`src/rtl/multicycle_ctrl.sv`:
```
// Multi-cycle sequencing controller: steps one instruction through fetch/decode/execute/memory/writeback,
// handles variable-latency memory with a timeout trap, and counts retired instructions.
module multicycle_ctrl #(
   parameter int CNT_W      = 32,
   parameter int WAIT_LIMIT = 15
) (
   input  logic             CLK,
   input  logic             RST,
   input  logic [6:0]       Opcode,
   input  logic             Zero,
   input  logic             MemReady,
   output logic             MemReq,
   output logic             MemRW,
   output logic             AdrSrc,
   output logic             IRWrite,
   output logic             PCEn,
   output logic             RegWrite,
   output logic [1:0]       ALUSrcA,
   output logic [1:0]       ALUSrcB,
   output logic [1:0]       ALUOp,
   output logic [1:0]       ResultSrc,
   output logic             InstrDone,
   output logic [CNT_W-1:0] Instret,
   output logic             Trap,
   output logic [1:0]       TrapCause,
   output logic [3:0]       State
);

   localparam int WCNT_W = $clog2(WAIT_LIMIT + 1);

   localparam logic [6:0] OP_LOAD  = 7'b0000011;
   localparam logic [6:0] OP_STORE = 7'b0100011;
   localparam logic [6:0] OP_RTYPE = 7'b0110011;
   localparam logic [6:0] OP_ITYPE = 7'b0010011;
   localparam logic [6:0] OP_BEQ   = 7'b1100011;
   localparam logic [6:0] OP_JAL   = 7'b1101111;

   localparam logic [1:0] CAUSE_ILLEGAL = 2'b01;
   localparam logic [1:0] CAUSE_TIMEOUT = 2'b10;

   typedef enum logic [3:0] {
      IDLE     = 4'd0,
      FETCH    = 4'd1,
      DECODE   = 4'd2,
      MEMADR   = 4'd3,
      MEMREAD  = 4'd4,
      MEMWB    = 4'd5,
      MEMWRITE = 4'd6,
      EXECR    = 4'd7,
      EXECI    = 4'd8,
      ALUWB    = 4'd9,
      BEQ      = 4'd10,
      JAL      = 4'd11,
      TRAP     = 4'd15
   } state_t;

   typedef struct packed {
      logic       mem_req;
      logic       mem_rw;
      logic       adr_src;
      logic       reg_write;
      logic [1:0] src_a;
      logic [1:0] src_b;
      logic [1:0] alu_op;
      logic [1:0] result_src;
      logic       done;
      logic       branch;
      logic       pc_upd;
      logic       trap;
   } ctl_t;

   state_t              state;
   state_t              nxt;
   ctl_t                ctl_q;
   logic [WCNT_W-1:0]   wcnt;
   logic [1:0]          cause_q;
   logic [1:0]          cause_nxt;
   logic                timeout;
   logic [CNT_W-1:0]    instret_q;

   // Moore output decode; registered from the next state so outputs change with the state.
   function automatic ctl_t decode(input state_t s);
      ctl_t c;
      c = '0;
      case (s)
         FETCH:    begin c.mem_req = 1'b1; c.src_b = 2'b10; c.result_src = 2'b10; end
         DECODE:   begin c.src_a = 2'b01; c.src_b = 2'b01; end
         MEMADR:   begin c.src_a = 2'b10; c.src_b = 2'b01; end
         MEMREAD:  begin c.mem_req = 1'b1; c.adr_src = 1'b1; end
         MEMWB:    begin c.result_src = 2'b01; c.reg_write = 1'b1; c.done = 1'b1; end
         MEMWRITE: begin c.mem_req = 1'b1; c.mem_rw = 1'b1; c.adr_src = 1'b1; end
         EXECR:    begin c.src_a = 2'b10; c.alu_op = 2'b10; end
         EXECI:    begin c.src_a = 2'b10; c.src_b = 2'b01; c.alu_op = 2'b10; end
         ALUWB:    begin c.reg_write = 1'b1; c.done = 1'b1; end
         BEQ:      begin c.src_a = 2'b10; c.alu_op = 2'b01; c.branch = 1'b1; c.done = 1'b1; end
         JAL:      begin c.src_a = 2'b01; c.src_b = 2'b10; c.pc_upd = 1'b1; end
         TRAP:     c.trap = 1'b1;
         default:  c = '0;
      endcase
      return c;
   endfunction

   // A request may stall WAIT_LIMIT cycles; a further stalled cycle traps, unless MemReady arrives in it.
   assign timeout = ctl_q.mem_req && !MemReady && (wcnt == WCNT_W'(WAIT_LIMIT));

   always_comb begin
      nxt       = state;
      cause_nxt = cause_q;
      case (state)
         IDLE:     nxt = FETCH;
         FETCH:    if (MemReady) nxt = DECODE;
         DECODE: begin
            case (Opcode)
               OP_LOAD, OP_STORE: nxt = MEMADR;
               OP_RTYPE:          nxt = EXECR;
               OP_ITYPE:          nxt = EXECI;
               OP_BEQ:            nxt = BEQ;
               OP_JAL:            nxt = JAL;
               default: begin
                  nxt       = TRAP;
                  cause_nxt = CAUSE_ILLEGAL;
               end
            endcase
         end
         MEMADR:   nxt = Opcode[5] ? MEMWRITE : MEMREAD;
         MEMREAD:  if (MemReady) nxt = MEMWB;
         MEMWB:    nxt = FETCH;
         MEMWRITE: if (MemReady) nxt = FETCH;
         EXECR:    nxt = ALUWB;
         EXECI:    nxt = ALUWB;
         ALUWB:    nxt = FETCH;
         BEQ:      nxt = FETCH;
         JAL:      nxt = ALUWB;
         TRAP:     nxt = TRAP;
         default:  nxt = IDLE;
      endcase
      if (timeout) begin
         nxt       = TRAP;
         cause_nxt = CAUSE_TIMEOUT;
      end
   end

   always_ff @(posedge CLK) begin
      if (!RST) begin
         state     <= IDLE;
         ctl_q     <= '0;
         wcnt      <= '0;
         cause_q   <= 2'b00;
         instret_q <= '0;
      end else begin
         state <= nxt;
         ctl_q <= decode(nxt);
         if (MemReady || (nxt != state))
            wcnt <= '0;
         else if (ctl_q.mem_req)
            wcnt <= wcnt + WCNT_W'(1);
         if ((nxt == TRAP) && (state != TRAP))
            cause_q <= cause_nxt;
         if (InstrDone)
            instret_q <= instret_q + CNT_W'(1);
      end
   end

   assign MemReq    = ctl_q.mem_req;
   assign MemRW     = ctl_q.mem_rw;
   assign AdrSrc    = ctl_q.adr_src;
   assign RegWrite  = ctl_q.reg_write;
   assign ALUSrcA   = ctl_q.src_a;
   assign ALUSrcB   = ctl_q.src_b;
   assign ALUOp     = ctl_q.alu_op;
   assign ResultSrc = ctl_q.result_src;
   assign Trap      = ctl_q.trap;
   assign TrapCause = cause_q;
   assign State     = state;
   assign Instret   = instret_q;

   // Handshake-dependent strobes: fetch completion and store completion act in the ready cycle.
   assign IRWrite   = (state == FETCH) && MemReady;
   assign PCEn      = ((state == FETCH) && MemReady) || ctl_q.pc_upd || (ctl_q.branch && Zero);
   assign InstrDone = ctl_q.done || ((state == MEMWRITE) && MemReady);

endmodule

```
`config.mk`:
```
export PLATFORM = sky130hd
export DESIGN_NAME = multicycle_ctrl
export DESIGN_NICKNAME = d
export VERILOG_FILES = /design/src/rtl/multicycle_ctrl.sv
export SDC_FILE = /design/constraint.sdc
export NUM_CORES = 1
export LEC_CHECK = 0
export ABC_AREA = 1
export BUFFER_PORTS_ARGS = -buffer_cell sky130_fd_sc_hd__buf_2
export CORE_ASPECT_RATIO = 0.8
export CORE_MARGIN = 3
export CORE_UTILIZATION = 49
export DETAILED_ROUTE_END_ITERATION = 8
export PLACE_DENSITY = 0.72
export SLEW_MARGIN = 20
export SYNTH_ARGS = -nofsm -noshare
export SYNTH_HDL_FRONTEND = slang
export SYNTH_SLANG_ARGS = --single-unit
```
`constraint.sdc`:
```
create_clock -name CLK -period 2.91 [get_ports CLK]
set_clock_uncertainty 0.15 [all_clocks]
set_input_delay 0.291 -clock CLK [delete_from_list [all_inputs] [get_ports CLK]]
set_output_delay 0.291 -clock CLK [all_outputs]
set_load 0.03 [all_outputs]
```
==> results.md, run 1 <==
- Initial DRC count: 283
- Pleak: roughly 1.8 nW
- Most frequent cells in the layout: 129 x nand2_1, 64 x buf_2, 62 x nor2_1
- Die Y-Extent: around 80 um
- Buf/Inv on CP: 1
- HP Class: in2reg
- Final HPWL DP: between 6 and 7 mm
- Cell mode on critical path: nand3_1
- Slew Limit Fails: 0
- Final min period: ~2.2 ns
- Insertion delay to the later sink of the worst-skew pair: approximately 0.34 ns
- Cts bufs inserted: 9
- Post-synth EDFFs: 0
- Worst endpoint data arrival time: 2.33 ns
- CTS max path bufs: 2
- Post-route cell area: between 0.003 and 0.004 sq mm
- GR met2 Demand/Resource: between 30% and 40%
- Final worst-path setup slack: between 0.6 and 0.7 ns
- Register area: ~0.0012 sq mm
- Remaining antenna violation count: 0
- Top Usage Layer GRT: met1
- Layout area overhead: 16.9%
- Drt first pass iters: 5
- Placed Area: ~0.0037 sq mm
- Worst vdd ir: 0.401 mV
- CP top delay family: simple AND/OR/NAND/NOR gates
- Crit path launch type: flop
- Pin count of the biggest net entering global routing: 25
- Synthesized Nets: 507
- Final #Nets: approximately 570
- Met3 usage: under 10%
- Mapped cell area: ~0.0033 sq mm
- Initial Util: 51.3%
- I/O pins: 65
- Vias in the first global route: around 3000
- Met1 Usage GRT: between 30% and 40%
- Final hold vios: 0
- Worst-path cell chain: ha_1 -> nand3_1 -> nor3_1 -> nand2_2 -> inv_2 -> nand3_2 -> nor2_4 -> nand3_1 -> o21ai_0 -> nor2_1
- Status: complete, no violations
- GPL Wtd Cong: about 0.90
- Setup bufs post-CTS: 0
- Total Routed Length: around 8.6 mm
- Antenna violations before repair: 0
- Port buffer count: 64
- Maxcap violations: 0
- Multi-input logic area: ~0.0018 sq mm
- Layout cell share with drive strength beyond 1: roughly 22%
- Synth top area cells: dfxtp_1 35%, nand2_1 15%, nor2_1 7.0%, inv_1 5.9%, a21oi_1 4.7%
- Cell accounting for the most synthesized area: dfxtp_1
- Setup TNS Final: 0 ns
- Global Route Usage Sum: a little under a quarter
- Layout fillers: ~630
- Hold Path Stages: 3
- Crit path kind: reg2reg
- Hold WS: around 0.12 ns
- Synth top area share: 34.9%
- CP max FO: 6
- Register-to-Register Path Depth: 10
- Ys Warns: 0
- WP data required: approximately 3 ns
- Core Region: 0.00647 sq mm
- First-pass GRT wire length: around 14 mm
- Clk slew on worst S/H paths: 0.07 ns
- Pwr dens: slightly below 800 mW/mm^2
- Synth Flop Type: dfxtp_1
- # hold bufs at CTS: 0
- Slew HR: 56.6%
- Ant diodes: 0
- Seq/Total Area, Yosys: a little over a third
- Via-to-Cell Ratio: between 5 and 6
- Place WS: approximately 0.76 ns
- F_max: ~440 MHz
- Slowest cell delay on critical path: 0.42 ns
- Drt wl/cell: 13.4 um
- CTS H-Tree Depth: 3
- Util after Layout: ~60%
- CTS tree: built
- Final Cycle Share: between 70% and 80%
- CTS root buffer: clkbuf_8
- Worst Max-Slew Pin Slew: around 0.65 ns
- CP Depth: 10
- Synth async-reset ratio: 0%
- Critical Path Sink Type: flop
- DRC: 0
- Std cell rows: 26
- CTS Sinks: 58
- Synth cell types: 39
- Vias: 3349
- Cells after synthesis: ~500
- Unrepaired setup endpoints after global routing: false
- GR Overflow Total: 0
- CP max stage cell: dfxtp_1
- Post-CTS sizing: 0
- Final setup viols: 0
- Most common cell after layout, fill and taps aside: nand2_1
- Die W: around 100 um
- #FFs+latches synth: between 50 and 60
- Die footprint: just under 0.008 sq mm
- Mean Syn Cell Area: about 6.7 sq um
-- sequential cells by signal (all words and copies together) (netlist names), 2 cells and up --
name       flops
Instret       32
State          4
wcnt           4
ctl_q          3
ALUOp          2
ALUSrcA        2
ALUSrcB        2
ResultSrc      2
TrapCause      2
-- final timing paths --
kind              slack, ns      endpoint    startpoint
hold reg to reg        0.32  TrapCause[0]  TrapCause[0]
setup reg to reg       0.66   Instret[22]    Instret[0]
hold / removal         0.12  ResultSrc[0]      MemReady
setup / recovery       0.66   Instret[22]    Instret[0]
-- Yosys cell counts (2+ instances only) --
| cell type | instances |
|---|---|
| ha_1 | 2 |
| nor3_1 | 18 |
| nand2_1 | 129 |
| nor2_1 | 62 |
| nor4_1 | 2 |
| nand3_1 | 24 |
| nand3_2 | 9 |
| and3_1 | 2 |
| nor2_4 | 4 |
| inv_1 | 52 |
| nor3_4 | 2 |
| clkbuf_1 | 5 |
| xnor2_1 | 6 |
| dfxtp_1 | 58 |
| nand4_1 | 15 |
| xor2_1 | 9 |
| buf_4 | 8 |
| nor2_2 | 7 |
| a21oi_1 | 31 |
| inv_2 | 11 |
| o21ai_0 | 16 |
| nand2_2 | 4 |
| o21ai_1 | 2 |
-- per-stage QoR --
stage	cells	total power [mW]
finish	643	3.07
global route	643	3.26
CTS	643	3.07
detailed placement	627	2.22
global placement	627	2.20
floorplan	494	1.98
-- layout make-up --
cell class              count  share of cell area, %
repair buffers             65                   8.44
clock buffers              10                   3.54
clock inverters             6                   2.32
multi-input cells         356                   46.9
well taps                  84                   2.71
flip-flops and latches     58                   29.9
inverters                  64                   6.25
-- power by group --
part           internal (mW)  leakage, nW  switching, mW
clock network          0.506        0.112          0.344
logic                  0.338         1.22          0.902
registers              0.889        0.469         0.0901
-- tightest hold or removal path: stages --
cell and delay, ns:
buf_2 0.13, nand3_1 0.10, nor2_1 0.05
-- metal layers --
layer,vias to the layer above,wire length [um]
met5,-,0
li1,1698,-
met4,0,55
met2,126,3510
met1,1519,4380
met3,6,668
-- logic make-up (layout without fill, tap and decap cells) --
group / count (synthesis) / after routing / share of synthesized area [%]
buf+inv: 80 / 145 / 10.3
compound gates: 53 / 53 / 8.40
fa+ha+maj: 2 / 2 / 0.753
simple gates: 285 / 285 / 41.4
mux: 1 / 1 / 0.301
xor+xnor: 15 / 15 / 3.95
flops: 58 / 58 / 34.9
Power figures use the tool's default switching activity.
==> inputs of run 2 (changes only) <==
==> constraint.sdc (replaced) <==
create_clock -name CLK -period 2.3 [get_ports CLK]
set_clock_uncertainty 0.15 [all_clocks]
set_input_delay 0.23 -clock CLK [delete_from_list [all_inputs] [get_ports CLK]]
set_output_delay 0.23 -clock CLK [all_outputs]
set_load 0.03 [all_outputs]
==> run 2 against run 1 <==
Net effect: critical path depth fell by 4; first-iteration DRC count rose by 6.7%; final cell count rose by 0.78%; clock power rose by 27%; count of clock-buffer cells in the layout rose by 2; final area rose by 1.2%; non-clock buffer count rose by 5; sequential cell count did not move; largest cell class unchanged.
==> results.md, run 2 (synthesized netlist as in run 1, its figures left out) <==
- Die footprint: 0.00781 sq mm (unchanged)
- Final HPWL DP: 6.38 mm (was 6.58 mm)
- Drt first pass iters: 5 (unchanged)
- Place WS: 0.179 ns (was 0.756 ns)
- First-pass GRT wire length: 14.0 mm (was 14.4 mm)
- CTS tree: built (unchanged)
- CP max stage cell: dfxtp_1 (unchanged)
- Pwr dens: 994 mW/mm^2 (was 790 mW/mm^2)
- Placed insts: 632 (was 627)
- Slew Limit Fails: 0 (unchanged)
- Worst-path cell chain: inv_2 -> nor2_2 -> nand2_1 -> nor2_2 -> buf_4 -> buf_2 (was ha_1 -> nand3_1 -> nor3_1 -> nand2_2 -> inv_2 -> nand3_2 -> nor2_4 -> nand3_1 -> o21ai_0 -> nor2_1)
- Std cell rows: 26 (unchanged)
- Critical Path Sink Type: output pin (was flop)
- Most common cell after layout, fill and taps aside: nand2_1 (unchanged)
- Slowest cell delay on critical path: 0.51 ns (was 0.42 ns)
- Final std cells w/o fill: 648 (was 643)
- Final worst-path setup slack: 0.181 ns (was 0.661 ns)
- Die W: 98.1 um (unchanged)
- HP Class: in2reg (unchanged)
- Setup TNS Final: 0 ns (unchanged)
- Seq pwr share: 31.5% (was 31.9%)
- WP data required: 1.92 ns (was 2.99 ns)
- CTS root buffer: clkbuf_8 (unchanged)
- Initial Util: 51.3% (unchanged)
- Port buffer count: 64 (unchanged)
- Total Routed Length: 8.34 mm (was 8.61 mm)
- Layout area overhead: 18.3% (was 16.9%)
- Buf/Inv on CP: 3 (was 1)
- Insertion delay to the later sink of the worst-skew pair: 0.34 ns (about the same)
- F_max: 472 MHz
- I/O pins: 65 (unchanged)
- Remaining antenna violation count: 0 (unchanged)
- Maxcap violations: 0 (unchanged)
- Power Internal: 2.24 mW (was 1.73 mW)
- Clk slew on worst S/H paths: 0.07 ns (about the same)
- GPL Wtd Cong: 0.921 (was 0.903)
- Most frequent cells in the layout: 129 x nand2_1, 64 x buf_2, 62 x nor2_1 (unchanged)
- CTS max path bufs: 2 (unchanged)
- Die Y-Extent: 79.7 um (unchanged)
- Final hold vios: 0 (unchanged)
- Antenna violations before repair: 0 (unchanged)
- Vias in the first global route: 2877 (was 2963)
- Drt wl/cell: 12.9 um (was 13.4 um)
- Final Cycle Share: 92.1%
- Worst vdd ir: 0.538 mV (was 0.401 mV)
- # hold bufs at CTS: 0 (unchanged)
- Crit path kind: reg2out (was reg2reg)
- Cell mode on critical path: nor2_2 (was nand3_1)
- Sw Pwr: 1.67 mW (was 1.34 mW)
- Clock power frac: 27.7% (about the same)
- CTS H-Tree Depth: 3 (unchanged)
- Final setup viols: 0 (unchanged)
- Via-to-Cell Ratio: 5.10 (was 5.21)
- Util after Layout: 60.7% (was 60.0%)
- CP max FO: 7 (was 6)
- DRC: 0 (unchanged)
- Setup bufs post-CTS: 0 (unchanged)
- Layout cell share with drive strength beyond 1: 23.2% (was 22.4%)
- GR Overflow Total: 0 (unchanged)
- CTS Sinks: 58 (unchanged)
- Vias: 3307 (was 3349)
- Final #Nets: 572 (was 567)
- Worst Max-Slew Pin Slew: 0.540 ns (was 0.651 ns)
- Worst endpoint data arrival time: 1.74 ns (was 2.33 ns)
- Switching part of the total: 42.6% (was 43.5%)
- Initial DRC count: 302 (was 283)
- CP top delay family: flip-flops (was simple AND/OR/NAND/NOR gates)
- Largest register FFs: 32 (unchanged)
- Gate power share: 40.8% (was 40.4%)
- Placed Area: 0.00369 sq mm (was 0.00366 sq mm)
- Global Route Usage Sum: 22.3% (was 23.0%)
- Final min period: ~2.1 ns
- Core Region: 0.00647 sq mm (unchanged)
- Cts bufs inserted: 9 (unchanged)
- Unrepaired setup endpoints after global routing: false (unchanged)
- Pleak: 1.83 nW (was 1.80 nW)
- Crit path launch type: flop (unchanged)
- Pin count of the biggest net entering global routing: 24 (was 25)
- Status: complete, no violations (unchanged)
- Slew HR: 64.0% (was 56.6%)
- Ant diodes: 0 (unchanged)
- Post-route cell area: 0.00393 sq mm (was 0.00388 sq mm)
[run 2: final cells by class]
class	instances	area [sq um]
Inverter	64	243
Sequential cell	58	1160
Timing Repair Buffer	70	365
Fill cell	613	2540
Clock buffer	12	155
Tap cell	84	105
Multi-Input combinational cell	356	1830
Clock inverter	4	73.8
[run 2: tightest hold or removal path, stage by stage]
cell     delay, ns
buf_2         0.13
nand3_1       0.10
nor2_1        0.05
[run 2: repair_timing]
action	CTS	global route
endpoints found under the hold margin	0	0
setup endpoints to repair	0	2
resized for setup	0	2
[run 2: routing by layer]
layer  track usage, %  part of all wire (%)
met3             5.41                   7.9
met4             6.22                   1.4
met5                0                     0
met1             34.7                    53
met2             29.6                    38
[run 2: power groups by stage]
stage / clock [mW] / combinational, mW / sequential (mW)
floorplan: 0 / 1.13 / 1.37
global route: 1.15 / 1.75 / 1.25
global placement: 0 / 1.56 / 1.24
CTS: 1.09 / 1.58 / 1.23
detailed placement: 0 / 1.58 / 1.25
finish: 1.08 / 1.59 / 1.23
[run 2: through the flow]
| step | hold WS [ns] | power [mW] |
|---|---|---|
| floorplan | 0.196 | 2.50 |
| finish | 0.0603 | 3.91 |
| CTS | 0.0527 | 3.90 |
| global route | 0.0529 | 4.15 |
| detailed placement | 0.302 | 2.83 |
| global placement | 0.305 | 2.80 |
[run 2: final timing paths]
path | start | endpoint | slack, ns | depth (start not counted)
setup reg to reg | State[1] | Instret[21] | 0.26 | 11
hold reg to reg | TrapCause[0] | TrapCause[0] | 0.32 | 2
setup / recovery | State[0] | IRWrite | 0.18 | 6
hold / removal | MemReady | ResultSrc[0] | 0.06 | 3
